**src/rtl/tpfu_pkg.sv**
```systemverilog
// tpfu_pkg: shared constants and types for the TP-FU sequencer slice.
//   INST_W / IMEM_AW / RF_AW  widths of instruction, imem address, regfile address
//   *_MSB / *_LSB             instruction field positions
//   OP_*                      FU opcodes
//   seq_state_t               sequencer FSM state encoding
package tpfu_pkg;

    localparam int INST_W  = 24;
    localparam int IMEM_AW = 4;
    localparam int RF_AW   = 6;

    localparam int OPC_MSB  = 23;
    localparam int OPC_LSB  = 18;
    localparam int DST_MSB  = 17;
    localparam int DST_LSB  = 12;
    localparam int SRC1_MSB = 11;
    localparam int SRC1_LSB = 6;
    localparam int SRC2_MSB = 5;
    localparam int SRC2_LSB = 0;

    localparam logic [5:0] OP_ADD  = 6'h01;
    localparam logic [5:0] OP_SUB  = 6'h02;
    localparam logic [5:0] OP_MUL  = 6'h03;
    localparam logic [5:0] OP_ADDI = 6'h05;
    localparam logic [5:0] OP_SUBI = 6'h06;
    localparam logic [5:0] OP_MULI = 6'h07;

    typedef enum logic [1:0] {
        ST_IDLE  = 2'd0,
        ST_LOAD  = 2'd1,
        ST_ISSUE = 2'd2,
        ST_DRAIN = 2'd3
    } seq_state_t;

endpackage

```
**src/rtl/tpfu_if.sv**
```systemverilog
// tpfu_if: sequencer-facing bundle (program port, input stream, regfile write,
// FU issue and result tagging).
//   master  the sequencer itself
//   slave   the environment around it (stream source, FU datapath, host)
interface tpfu_if;
    import tpfu_pkg::*;

    logic               prog_we;
    logic [IMEM_AW-1:0] prog_addr;
    logic [INST_W-1:0]  prog_data;
    logic [IMEM_AW:0]   prog_len;
    logic               prog_err;
    logic               din_valid;
    logic               din_ready;
    logic               rf_we;
    logic [RF_AW-1:0]   rf_waddr;
    logic [RF_AW:0]     n_words;
    logic [INST_W-1:0]  inst;
    logic               inst_v;
    logic               res_v;
    logic [IMEM_AW-1:0] res_idx;
    logic               busy;
    logic               done;

    modport master (
        input  prog_we, prog_addr, prog_data, prog_len, din_valid,
        output prog_err, din_ready, rf_we, rf_waddr, n_words,
               inst, inst_v, res_v, res_idx, busy, done
    );

    modport slave (
        output prog_we, prog_addr, prog_data, prog_len, din_valid,
        input  prog_err, din_ready, rf_we, rf_waddr, n_words,
               inst, inst_v, res_v, res_idx, busy, done
    );

endinterface

```
**src/rtl/tpfu_imem.sv**
```systemverilog
// tpfu_imem: 2^IMEM_AW x INST_W instruction memory, one write port, one
// synchronous read port. Contents have no reset so a program survives rst;
// only the read register is cleared.
//   we/waddr/wdata  write port
//   re/raddr        read request, data appears on rdata the next cycle
module tpfu_imem
    import tpfu_pkg::*;
(
    input  logic               clk,
    input  logic               rst,
    input  logic               we,
    input  logic [IMEM_AW-1:0] waddr,
    input  logic [INST_W-1:0]  wdata,
    input  logic               re,
    input  logic [IMEM_AW-1:0] raddr,
    output logic [INST_W-1:0]  rdata
);

    logic [INST_W-1:0] mem [2**IMEM_AW];

    always_ff @(posedge clk) begin
        if (we) mem[waddr] <= wdata;
    end

    always_ff @(posedge clk) begin
        if (rst)     rdata <= '0;
        else if (re) rdata <= mem[raddr];
    end

endmodule

```
**src/rtl/tpfu_sequencer.sv**
```systemverilog
// tpfu_sequencer: captures an input burst into the FU regfile, then issues the
// stored program one instruction per cycle and tags FU results.
//   clk, rst  clock, synchronous active-high reset
//   bus       tpfu_if.master (program port, stream, regfile, issue, results)
//
// state    | meaning
// ---------+-----------------------------------------------------------
// ST_IDLE  | ready for a burst; program writes accepted
// ST_LOAD  | burst in progress, words written at the running counter
// ST_ISSUE | pc walks 0..len-1 through the synchronous imem read
// ST_DRAIN | waiting for the last FU result (done), then back to IDLE
module tpfu_sequencer
    import tpfu_pkg::*;
#(
    parameter int FU_LATENCY = 4    // must be >= 2
) (
    input logic    clk,
    input logic    rst,
    tpfu_if.master bus
);

    localparam logic [RF_AW:0]   CNT_FULL = {1'b1, {RF_AW{1'b0}}};
    localparam logic [IMEM_AW:0] LEN_MAX  = {1'b1, {IMEM_AW{1'b0}}};

    seq_state_t         state_q, state_d;
    logic [RF_AW:0]     cnt_q, cnt_d;
    logic [IMEM_AW-1:0] pc_q;
    logic [IMEM_AW:0]   len_q, len_clamped;
    logic [RF_AW:0]     n_words_q;
    logic               din_ready_q, prog_err_q, busy_q, done_q;
    logic               iss_v_q, iss_last_q;
    logic [IMEM_AW-1:0] iss_idx_q;
    logic               wr_fire, pc_last, load_exit;
    logic [INST_W-1:0]  imem_rdata;

    // result delay line: stage FU_LATENCY-1 drives res_v/res_idx
    logic               p_v   [FU_LATENCY];
    logic [IMEM_AW-1:0] p_idx [FU_LATENCY];
    logic               p_last[FU_LATENCY-1];

    assign wr_fire     = bus.din_valid & din_ready_q;
    assign pc_last     = ({1'b0, pc_q} == (len_q - (IMEM_AW+1)'(1)));
    assign load_exit   = (state_q == ST_LOAD) && (state_d == ST_ISSUE);
    assign len_clamped = (bus.prog_len > LEN_MAX) ? LEN_MAX : bus.prog_len;

    always_comb begin
        state_d = state_q;
        case (state_q)
            ST_IDLE:  if (wr_fire) state_d = ST_LOAD;
            ST_LOAD:  if (cnt_q == CNT_FULL || !bus.din_valid) state_d = ST_ISSUE;
            ST_ISSUE: if (len_q == '0 || pc_last) state_d = ST_DRAIN;
            ST_DRAIN: if (done_q) state_d = ST_IDLE;
            default:  state_d = ST_IDLE;
        endcase
    end

    // counter returns to 0 on leaving LOAD so IDLE always writes address 0
    always_comb begin
        cnt_d = cnt_q;
        if (load_exit)    cnt_d = '0;
        else if (wr_fire) cnt_d = cnt_q + (RF_AW+1)'(1);
    end

    always_ff @(posedge clk) begin
        if (rst) begin
            state_q     <= ST_IDLE;
            cnt_q       <= '0;
            pc_q        <= '0;
            len_q       <= '0;
            n_words_q   <= '0;
            din_ready_q <= 1'b0;
            prog_err_q  <= 1'b0;
            busy_q      <= 1'b0;
            done_q      <= 1'b0;
            iss_v_q     <= 1'b0;
            iss_idx_q   <= '0;
            iss_last_q  <= 1'b0;
            for (int k = 0; k < FU_LATENCY; k++) begin
                p_v[k]   <= 1'b0;
                p_idx[k] <= '0;
            end
            for (int k = 0; k < FU_LATENCY-1; k++) p_last[k] <= 1'b0;
        end else begin
            state_q     <= state_d;
            cnt_q       <= cnt_d;
            busy_q      <= (state_d != ST_IDLE);
            // drop ready the cycle after the 64th write, before LOAD exits
            din_ready_q <= (state_d == ST_IDLE) ||
                           (state_d == ST_LOAD && cnt_d != CNT_FULL);
            prog_err_q  <= bus.prog_we && (state_q != ST_IDLE);

            if (load_exit) begin
                n_words_q <= cnt_q;
                len_q     <= len_clamped;
            end

            if (state_q == ST_ISSUE) begin
                pc_q <= (state_d == ST_DRAIN) ? '0 : pc_q + (IMEM_AW)'(1);
            end

            iss_v_q <= (state_q == ST_ISSUE) && (len_q != '0);
            if (state_q == ST_ISSUE) begin
                iss_idx_q  <= pc_q;
                iss_last_q <= pc_last;
            end

            p_v[0]    <= iss_v_q;
            p_idx[0]  <= iss_idx_q;
            p_last[0] <= iss_v_q & iss_last_q;
            for (int k = 1; k < FU_LATENCY; k++) begin
                p_v[k]   <= p_v[k-1];
                p_idx[k] <= p_idx[k-1];
            end
            for (int k = 1; k < FU_LATENCY-1; k++) p_last[k] <= p_last[k-1];

            // registered so it lands with the last res_v; empty program
            // pulses it straight out of ISSUE
            done_q <= p_last[FU_LATENCY-2] |
                      ((state_q == ST_ISSUE) && (len_q == '0));
        end
    end

    tpfu_imem u_imem (
        .clk   (clk),
        .rst   (rst),
        .we    (bus.prog_we && (state_q == ST_IDLE)),
        .waddr (bus.prog_addr),
        .wdata (bus.prog_data),
        .re    ((state_q == ST_ISSUE) && (len_q != '0)),
        .raddr (pc_q),
        .rdata (imem_rdata)
    );

    assign bus.din_ready = din_ready_q;
    assign bus.rf_we     = wr_fire;
    assign bus.rf_waddr  = cnt_q[RF_AW-1:0];
    assign bus.n_words   = n_words_q;
    assign bus.prog_err  = prog_err_q;
    assign bus.inst      = imem_rdata;
    assign bus.inst_v    = iss_v_q;
    assign bus.res_v     = p_v[FU_LATENCY-1];
    assign bus.res_idx   = p_idx[FU_LATENCY-1];
    assign bus.busy      = busy_q;
    assign bus.done      = done_q;

endmodule

```
**src/flat_wrapper.sv**
```systemverilog
// flat-port wrapper written by rule: the top's interface ports become plain ports
module tpfu_sequencer_flat import tpfu_pkg::*;
#(
    parameter int FU_LATENCY = 4                   
)
  (clk, rst, bus_prog_we, bus_prog_addr, bus_prog_data, bus_prog_len, bus_din_valid, bus_prog_err, bus_din_ready, bus_rf_we, bus_rf_waddr, bus_n_words, bus_inst, bus_inst_v, bus_res_v, bus_res_idx, bus_busy, bus_done);
  tpfu_if bus_i ();
  input logic clk;
  input logic rst;
  input wire logic [$bits(bus_i.prog_we)-1:0] bus_prog_we;
  input wire logic [$bits(bus_i.prog_addr)-1:0] bus_prog_addr;
  input wire logic [$bits(bus_i.prog_data)-1:0] bus_prog_data;
  input wire logic [$bits(bus_i.prog_len)-1:0] bus_prog_len;
  input wire logic [$bits(bus_i.din_valid)-1:0] bus_din_valid;
  output wire logic [$bits(bus_i.prog_err)-1:0] bus_prog_err;
  output wire logic [$bits(bus_i.din_ready)-1:0] bus_din_ready;
  output wire logic [$bits(bus_i.rf_we)-1:0] bus_rf_we;
  output wire logic [$bits(bus_i.rf_waddr)-1:0] bus_rf_waddr;
  output wire logic [$bits(bus_i.n_words)-1:0] bus_n_words;
  output wire logic [$bits(bus_i.inst)-1:0] bus_inst;
  output wire logic [$bits(bus_i.inst_v)-1:0] bus_inst_v;
  output wire logic [$bits(bus_i.res_v)-1:0] bus_res_v;
  output wire logic [$bits(bus_i.res_idx)-1:0] bus_res_idx;
  output wire logic [$bits(bus_i.busy)-1:0] bus_busy;
  output wire logic [$bits(bus_i.done)-1:0] bus_done;
  assign bus_i.prog_we = bus_prog_we;
  assign bus_i.prog_addr = bus_prog_addr;
  assign bus_i.prog_data = bus_prog_data;
  assign bus_i.prog_len = bus_prog_len;
  assign bus_i.din_valid = bus_din_valid;
  assign bus_prog_err = bus_i.prog_err;
  assign bus_din_ready = bus_i.din_ready;
  assign bus_rf_we = bus_i.rf_we;
  assign bus_rf_waddr = bus_i.rf_waddr;
  assign bus_n_words = bus_i.n_words;
  assign bus_inst = bus_i.inst;
  assign bus_inst_v = bus_i.inst_v;
  assign bus_res_v = bus_i.res_v;
  assign bus_res_idx = bus_i.res_idx;
  assign bus_busy = bus_i.busy;
  assign bus_done = bus_i.done;
  tpfu_sequencer #(.FU_LATENCY(FU_LATENCY)) u_core (.clk(clk), .rst(rst), .bus(bus_i));
endmodule
```
**config.mk**
```make
export PLATFORM = sky130hd
export DESIGN_NAME = tpfu_sequencer_flat
export DESIGN_NICKNAME = d
export VERILOG_FILES = /design/src/rtl/tpfu_pkg.sv /design/src/rtl/tpfu_if.sv /design/src/rtl/tpfu_imem.sv /design/src/rtl/tpfu_sequencer.sv /design/src/flat_wrapper.sv
export SDC_FILE = /design/constraint.sdc
export NUM_CORES = 1
export LEC_CHECK = 0
export ABC_CLOCK_PERIOD_IN_PS = 3700
export CELL_PAD_IN_SITES_DETAIL_PLACEMENT = 1
export CELL_PAD_IN_SITES_GLOBAL_PLACEMENT = 1
export CORE_ASPECT_RATIO = 1.4
export CORE_UTILIZATION = 52
export CTS_CLUSTER_DIAMETER = 40
export DETAILED_ROUTE_END_ITERATION = 8
export PLACE_DENSITY_LB_ADDON = 0.1
export SYNTH_ARGS = -nofsm -noshare
export SYNTH_HDL_FRONTEND = slang
export SYNTH_SLANG_ARGS = --single-unit
```
**constraint.sdc**
```tcl
create_clock -name clk -period 3.7 [get_ports clk]
set_input_delay 0.555 -clock clk [delete_from_list [all_inputs] [get_ports clk]]
set_output_delay 0.555 -clock clk [all_outputs]
set_load 0.02 [all_outputs]
```
* Word-level counts from Yosys, hierarchy flattened *
Memory sizes are Yosys's and may differ from the RTL's. A register that Yosys moved wholly into a read port is not among the register bits.
Cells that the tools add are included.

storage, ports and cells
  register bits after elaboration = 35
  bits in latches = 0
  bits in writable memories = 407
  memory bits (read-only) = 0
  output and inout port bits = 48
  memories = 4

memories
  name               words  bits a word  read ports  clocked after Yosys merged registers in  wr ports  RTL line              text
  u_core.u_imem.mem  16     24           1           1                                        1         tpfu_imem.sv:19       logic [INST_W-1:0] mem [2**IMEM_AW];
  u_core.p_idx       4      4            4           0                                        4         tpfu_sequencer.sv:38  logic [IMEM_AW-1:0] p_idx [FU_LATENCY];
  u_core.p_v         4      1            4           0                                        4         tpfu_sequencer.sv:37  logic p_v [FU_LATENCY];
  u_core.p_last      3      1            3           0                                        3         tpfu_sequencer.sv:39  logic p_last[FU_LATENCY-1];

cells by class
  $add $sub $neg = 3
  multiply operators = 0
  div/mod/pow operators = 0
  magnitude comparators = 1
  equal/unequal tests = 9
  shift operators = 0
  multiplexer cells = 25
  bitwise gates (word level) = 14
  reductions and logical operators = 16

operators with widths
  cell                   number
  $mux W4                5
  $mux W7                2
  $mux W1                12
  $or A1 B1 Y1           12
  $eq A2 B2 Y1 const B   4
  $mux W2                4
  $pmux W2 S4            1
  $add A7 B1 Y7 const B  1
  $eq A7 B7 Y1 const B   1
  $ne A7 B7 Y1 const B   1
  $logic_and A1 B1 Y1    6
  $eq A4 B5 Y1           1
  $gt A5 B5 Y1 const B   1
  $logic_not A5 Y1       1
  $mux W5                1
  $reduce_bool A5 Y1     1
  $sub A5 B1 Y5 const B  1
  $add A4 B1 Y4 const B  1
  $eq A2 B1 Y1 const B   2
  $logic_not A2 Y1       2
  $reduce_bool A2 Y1     2
  $logic_or A1 B1 Y1     3
  $and A1 B1 Y1          2
  $logic_not A1 Y1       1

* Depth between registers and ports, before layout *
Gate-level depths: netlist (run 1).

  depth after elaboration = 11
  depth in mapped cells = 10

* Hierarchy *
A second synthesis (run 1) with hierarchy kept.

unflattened totals
  cell total of the unflattened synthesis = 1149
  area, all modules = 18006.0 um^2

modules (own cells, without submodules)
  module          times used  cells each  area an instance (um^2)
  tpfu_imem       1           894         15662.5
  tpfu_sequencer  1           255         2343.5

* Worst setup path before layout (run 1) *
OpenSTA, ideal clock, no wires.

  path type = input to register
  start = input bus_prog_addr[1]
  end = memory u_core.u_imem.mem[0][0] (enable)
  library setup time = 0.435 ns
  data arrival time = 2.658 ns
  data required time = 3.265 ns
  path slack = 0.606 ns
  cell stages on the path = 2
  cells stage by stage = or3_1 -> nor3_1

RTL lines
  element          RTL line            text
  start, declared  flat_wrapper.sv:11  input wire logic [$bits(bus_i.prog_addr)-1:0] bus_prog_addr;
  end, declared    tpfu_imem.sv:19

No word-level cell before the write port.

* Worst setup path after layout (run 1) *
  start = input bus_din_valid
  end = output bus_rf_we

between the ends
  word-level cells in the longest chain between the ends = 1

ends and longest elaborated chain
  element          RTL line              text
  start, declared  flat_wrapper.sv:14    input wire logic [$bits(bus_i.din_valid)-1:0] bus_din_valid;
  $and A1 B1 Y1    tpfu_sequencer.sv:41  assign wr_fire = bus.din_valid & din_ready_q;
  end, declared    flat_wrapper.sv:17    output wire logic [$bits(bus_i.rf_we)-1:0] bus_rf_we;

No other way between the ends.

==> results of run 1 <==
per-layer routing:
metal	GRT usage, %	wire length [um]
met5	0	0
met4	7.83	979
met3	3.52	1710
met2	40.2	19600
met1	28.8	15200
Yosys cell counts, types with 2 or more instances:
| cell type | n | area share [%] |
|---|---|---|
| xor2_1 | 5 | 0.25 |
| nand3_1 | 3 | 0.085 |
| dfxtp_1 | 82 | 9.3 |
| nand2b_1 | 7 | 0.25 |
| nor3_1 | 10 | 0.28 |
| buf_4 | 6 | 0.26 |
| nand4_1 | 6 | 0.21 |
| a31oi_1 | 3 | 0.11 |
| ha_1 | 4 | 0.28 |
| o21ai_0 | 22 | 0.63 |
| inv_1 | 6 | 0.13 |
| clkbuf_1 | 23 | 0.49 |
| buf_2 | 17 | 0.48 |
| a22oi_1 | 2 | 0.085 |
| buf_6 | 3 | 0.19 |
| mux2i_1 | 57 | 3.2 |
| nor2b_1 | 23 | 0.82 |
| nand2_1 | 31 | 0.66 |
| or3b_1 | 3 | 0.15 |
| a21oi_1 | 37 | 1.1 |
| edfxtp_1 | 384 | 66 |
| buf_1 | 4 | 0.085 |
| nand4b_1 | 2 | 0.10 |
| o21ai_1 | 3 | 0.085 |
| nor2_1 | 63 | 1.3 |
| mux4_2 | 96 | 12 |
| xnor2_1 | 3 | 0.15 |
flip-flops by register name, indices dropped and copies added (netlist names), 2 cells and up:
register	cells
u_core.u_imem.mem	384
u_core.u_imem.rdata	24
u_core.p_idx	16
u_core.bus.n_words	7
u_core.cnt_q	7
u_core.len_q	5
u_core.iss_idx_q	4
u_core.p_v	4
u_core.pc_q	4
u_core.p_last	3
u_core.state_q	2
kinds of logic after synthesis:
group / after synthesis
mux: 153
buf+inv: 60
compound gates: 76
simple gates: 162
xor+xnor: 9
flops: 466
fa+ha+maj: 4
critical path, cell delays in order:
cell and delay (ns):
clkdlybuf4s50_1 0.45, nand2_1 0.19, clkinv_1 0.24, clkdlybuf4s50_1 0.60
through the flow:
stage	hold WS [ns]	instances
after floorplan	0.413	930
after global placement	0.418	1438
after detailed placement	0.430	1438
after CTS	0.445	1526
after global routing	0.457	1526
final	0.440	1526
worst max-delay path by stage:
stage | start | end | slack [ns] | cells after the start
final | bus_din_valid | bus_rf_we | 1.10 | 4
after global routing | u_core.pc_q[0]$_SDFFE_PP0P_ | u_core.u_imem.rdata[4]$_SDFFE_PP0P_ | 0.98 | 6
after CTS | bus_din_valid | bus_rf_we | 1.11 | 4
after detailed placement | bus_din_valid | bus_rf_we | 1.12 | 4
after global placement | bus_din_valid | bus_rf_we | 1.15 | 4
after floorplan | bus_prog_addr[1] | u_core.u_imem.mem[0][0]$_DFFE_PP_ | 0.61 | 2
power by group through the flow:
| stage | clock (uW) | sequential (uW) | combinational (uW) |
|---|---|---|---|
| after floorplan | 0 | 5870 | 133 |
| after detailed placement | 0 | 5880 | 303 |
| after global placement | 0 | 5870 | 294 |
| final | 4750 | 5760 | 300 |
| after CTS | 4860 | 5760 | 305 |
| after global routing | 5040 | 5770 | 324 |
layout make-up:
class                      instances  share of cell area, %
sequential                       466                   64.0
multi-input combinational        404                   20.2
inverter                           7                  0.127
clock buffer                      68                   6.44
tap                              445                   2.70
timing repair buffer             116                   5.40
clock inverter                    20                   1.15
==> run_results.csv, run 1 <==
group,metric,value,unit
outcome,status,"finished clean",
clocking,cts_setup_buffers,0,
yosys,avgSynthCellArea,18.9,um2
power_and_ir_drop,power_frac_comb,2.8,%
power_and_ir_drop,power,10800,uW
finish,seq_area,13200,um2
finish,diodes,0,
global_routing,antenna_found_initial,0,
floorplan,core,33200,um2
yosys,synthArstFlopShare,0,%
yosys,synth_nets,971,
power_and_ir_drop,seqPwrFrac,53.3,%
finish,layout.nets,1084,
yosys,synthMuxAreaShare,15.5,%
routing,wl_per_cell,24.6,um
finish,mostFrequentLayoutCell,"edfxtp_1",
yosys,synth_area,17600,um2
floorplan,start_util,52.9,%
routing,wl,37.6,mm
clocking,cts_max_level,2,
timing,setup_tns,0,ns
finish,nFillCells,2920,
yosys,synth_ff_type,"edfxtp_1",
placed_design,portBuffers,84,
global_routing,overflow,0,
worst_setup_path,r2r_slack,1.25,ns
routing,drt_first_pass_iters,4,
placed_design,pre_cts_slack,1.12,ns
clocking,cts-buffers-inserted,48,
yosys,synth_top_family_by_area,"multiplexers",
finish,multi_input_area,4170,um2
power_and_ir_drop,powerDensity,525,nW/um2
worst_hold_path,hp-class,"reg -> reg",
worst_setup_path,required,3.14,ns
power_and_ir_drop,ir_drop,0.473,mV
yosys,synth.ff_latch_count,466,
floorplan,row_count,79,
routing,avgViaCountPerCell,5.77,
yosys,synth_xor_area_share,0.534,%
routing,antenna_left,0,
timing,fmax,0.385,GHz
floorplan,die_area,34600,um2
routing,via_count,8810,
timing,relSlewSlack,34.3,%
global_routing,grt_max_degree,103,
worst_setup_path,cp.arrival,2.04,ns
power_and_ir_drop,p_sw_share,20.0,%
timing,finalCriticalPeriod,2.60,ns
floorplan,io_pins,85,
timing,rsz0062_at_grt,"false",
clocking,cts.root.buffer_cell,"clkbuf_16",
yosys,yosysUniqueCellTypes,52,
worst_setup_path,critPathKind,"in -> out",
global_routing,grt_pass1_wl,56.8,mm
placed_design,placed_area,19000,um2
clocking,clock_tree.buffer_depth,3,
timing,finalWorstSetupSlack,1.10,ns
global_routing,track_usage,22.9,%
power_and_ir_drop,clockPowerShare,43.9,%
clocking,ctsHoldBuffers,0,
placed_design,place.gp.congestion,0.767,
power_and_ir_drop,internal_power,8650,uW
finish,finish.utilization,62.1,%
routing,drc,0,
worst_setup_path,cp-end-kind,"output pin",
worst_setup_path,worstReg2RegEnd,"u_core.u_imem.rdata[6]$_SDFFE_PP0P_",
timing,hold_violations,0,
timing,clock_skew,0.0129,ns
worst_hold_path,hp-start,"u_core.p_idx[1][0]$_SDFF_PP0_",
global_routing,grt_pass1_vias,9552,
finish,drive_gt1_share,20.8,%
finish,layout_common_cells,"edfxtp_1, mux4_2, clkdlybuf4s50_1",
worst_setup_path,crit_path_max_fanout,8,
yosys,yosysSeqAreaShare,74.9,%
worst_setup_path,timing.rr.start,"u_core.pc_q[0]$_SDFFE_PP0P_",
clocking,path_clk_slew,0.05,ns
worst_setup_path,cp-start-kind,"primary input",
clocking,insertion_delay,0.55,ns
timing,tightestPinTransition,0.985,ns
power_and_ir_drop,leakagePower,0.00646,uW
power_and_ir_drop,switchingPower,2160,uW
yosys,ys_warn_count,0,
clocking,cts_tree,"done",
floorplan,die_w,157,um
routing,drt_iter0_drc,504,
yosys,synthAdderAreaFrac,0.285,%
worst_setup_path,r2r_cells,6,
placed_design,dp.final_hpwl,20.7,mm
floorplan,die_h,220,um
finish,fin_area,20600,um2
yosys,synth_edf_count,384,
timing,finalMaxSlewViolations,0,
worst_hold_path,worstHoldPathCells,1,
timing,setup_violations,0,
yosys,syn_inst,930,
clocking,cts.repair.resized,0,
yosys,synth_compound_area_share,2.42,%
timing,min_period_over_period,70.1,%
run,drv_cap,0,
yosys,synth-simple-area-share,4.61,%
finish,synthToLayoutAreaGrowth,17.3,%
worst_hold_path,min_to,"u_core.p_idx[2][0]$_SDFF_PP0_",
clocking,clock-sinks,466,
No activity file was read; power rests on OpenSTA's default activity.
==> run 2: changes to the inputs <==
- ABC_CLOCK_PERIOD_IN_PS: 3700 -> 2550
- clock period: 3.7 -> 2.55 ns (I/O delays scaled with it)
==> run_results.csv, run 2 (synthesis results as in run 1) <==
group,metric,value,unit
clocking,cts_tree,"done",
finish,synthToLayoutAreaGrowth,19.7,%
floorplan,die_h,220,um
power_and_ir_drop,internal_power,12900,uW
floorplan,core,33200,um2
worst_setup_path,r2r_cells,8,
finish,fin_area,21000,um2
clocking,clock_tree.buffer_depth,3,
worst_setup_path,cp.arrival,1.89,ns
worst_setup_path,crit_path_max_fanout,8,
outcome,status,"finished clean",
worst_hold_path,worstHoldPathCells,2,
global_routing,grt_pass1_wl,56.9,mm
power_and_ir_drop,leakagePower,0.00662,uW
clocking,cts.repair.resized,0,
power_and_ir_drop,power_frac_comb,2.9,%
floorplan,io_pins,85,
routing,via_count,8853,
timing,finalCriticalPeriod,2.27,ns
clocking,cts.root.buffer_cell,"clkbuf_16",
timing,tightestPinTransition,0.701,ns
timing,setup_tns,0,ns
routing,wl_per_cell,24.5,um
finish,nFillCells,2821,
placed_design,placed_area,19400,um2
routing,drt_first_pass_iters,5,
finish,mostFrequentLayoutCell,"edfxtp_1",
finish,layout_common_cells,"edfxtp_1, mux4_2, clkdlybuf4s50_1",
timing,fmax,0.441,GHz
timing,clock_skew,0.0202,ns
clocking,path_clk_slew,0.06,ns
routing,avgViaCountPerCell,5.75,
power_and_ir_drop,switchingPower,3240,uW
clocking,insertion_delay,0.57,ns
placed_design,place_inst,1451,
global_routing,track_usage,22.9,%
power_and_ir_drop,p_sw_share,20.1,%
worst_setup_path,required,2.17,ns
worst_setup_path,crit_start,"u_core.bus.din_ready$_SDFF_PP0_",
power_and_ir_drop,clockPowerShare,45.2,%
routing,antenna_left,0,
clocking,cts_max_level,2,
floorplan,die_w,157,um
finish,finish.utilization,63.3,%
worst_setup_path,cp-end-kind,"output pin",
placed_design,place.gp.congestion,0.734,
worst_setup_path,timing.rr.start,"u_core.len_q[1]$_SDFFE_PP0N_",
floorplan,die_area,34600,um2
clocking,ctsHoldBuffers,0,
floorplan,row_count,79,
finish,stdcell_count,1540,
finish,top_register,"u_core.u_imem.mem",
worst_hold_path,hp-start,"rst",
timing,setup_violations,0,
power_and_ir_drop,powerDensity,767,nW/um2
finish,layout.nets,1097,
power_and_ir_drop,seqPwrFrac,51.8,%
finish,drive_gt1_share,22.5,%
worst_setup_path,cp-start-kind,"flop",
global_routing,overflow,0,
global_routing,grt_pass1_vias,9354,
routing,drc,0,
global_routing,antenna_found_initial,1,
timing,finalMaxSlewViolations,0,
power_and_ir_drop,ir_drop,0.730,mV
clocking,cts_setup_buffers,0,
clocking,clock-sinks,466,
worst_hold_path,hp-class,"in -> reg",
floorplan,start_util,52.9,%
routing,drt_iter0_drc,489,
clocking,cts-buffers-inserted,48,
timing,whs,0.122,ns
finish,diodes,0,
finish,largest_reg_flops,384,
placed_design,dp.final_hpwl,21.9,mm
placed_design,portBuffers,84,
worst_setup_path,critPathKind,"reg -> out",
timing,rsz0062_at_grt,"false",
timing,min_period_over_period,89.0,%
run,drv_cap,0,
timing,relSlewSlack,53.3,%
routing,wl,37.7,mm
global_routing,grt_max_degree,102,
timing,hold_violations,0,
finish,reg_top3,"u_core.u_imem.mem: 384 flops, u_core.u_imem.rdata: 24 flops, u_core.p_idx: 16 flops",
## run 2: path summary, 6_finish.rpt
kind	end	slack [ns]
hold / removal	u_core.iss_idx_q[3]$_SDFFE_PP0P_	0.12
setup / recovery	bus_rf_we	0.28
setup reg to reg	u_core.u_imem.rdata[10]$_SDFFE_PP0P_	0.38
hold reg to reg	u_core.p_idx[3][1]$_SDFF_PP0_	0.43
## run 2: layout make-up
cell class / count / area (um2) / area share (%)
Sequential cell: 466 / 13200 / 62.7
Multi-Input combinational cell: 404 / 4190 / 19.9
Timing Repair Buffer: 129 / 1400 / 6.65
Clock buffer: 58 / 1300 / 6.19
Tap cell: 445 / 557 / 2.65
Clock inverter: 31 / 375 / 1.78
Inverter: 7 / 26.3 / 0.125
## run 2: stage by stage
step | power (uW) | setup WS (ns)
6_report | 16100 | 0.281
5_1_grt | 16600 | 0.169
4_1_cts | 16300 | 0.256
3_5_place_dp | 9000 | 0.274
3_3_place_gp | 8980 | 0.313
2_1_floorplan | 8710 | 0.127
## run 2: routing by layer
metal	share of wire (%)	global-route usage (%)
met4	2.3	6.60
met2	54	41.9
met1	40	28.2
met5	0.034	0
met3	4.0	3.36
## run 2: power by group through the flow
| stage | sequential [uW] | clock [uW] | combinational, uW |
|---|---|---|---|
| floorplan | 8520 | 0 | 194 |
| global placement | 8520 | 0 | 465 |
| detailed placement | 8520 | 0 | 480 |
| CTS | 8360 | 7450 | 482 |
| global route | 8360 | 7690 | 510 |
| finish | 8360 | 7290 | 473 |
## run 2: critical path: stages, from the launching register on
cell and delay (ns):
dfxtp_1 0.31, nand2_1 0.17, clkinv_1 0.25, clkdlybuf4s50_1 0.61
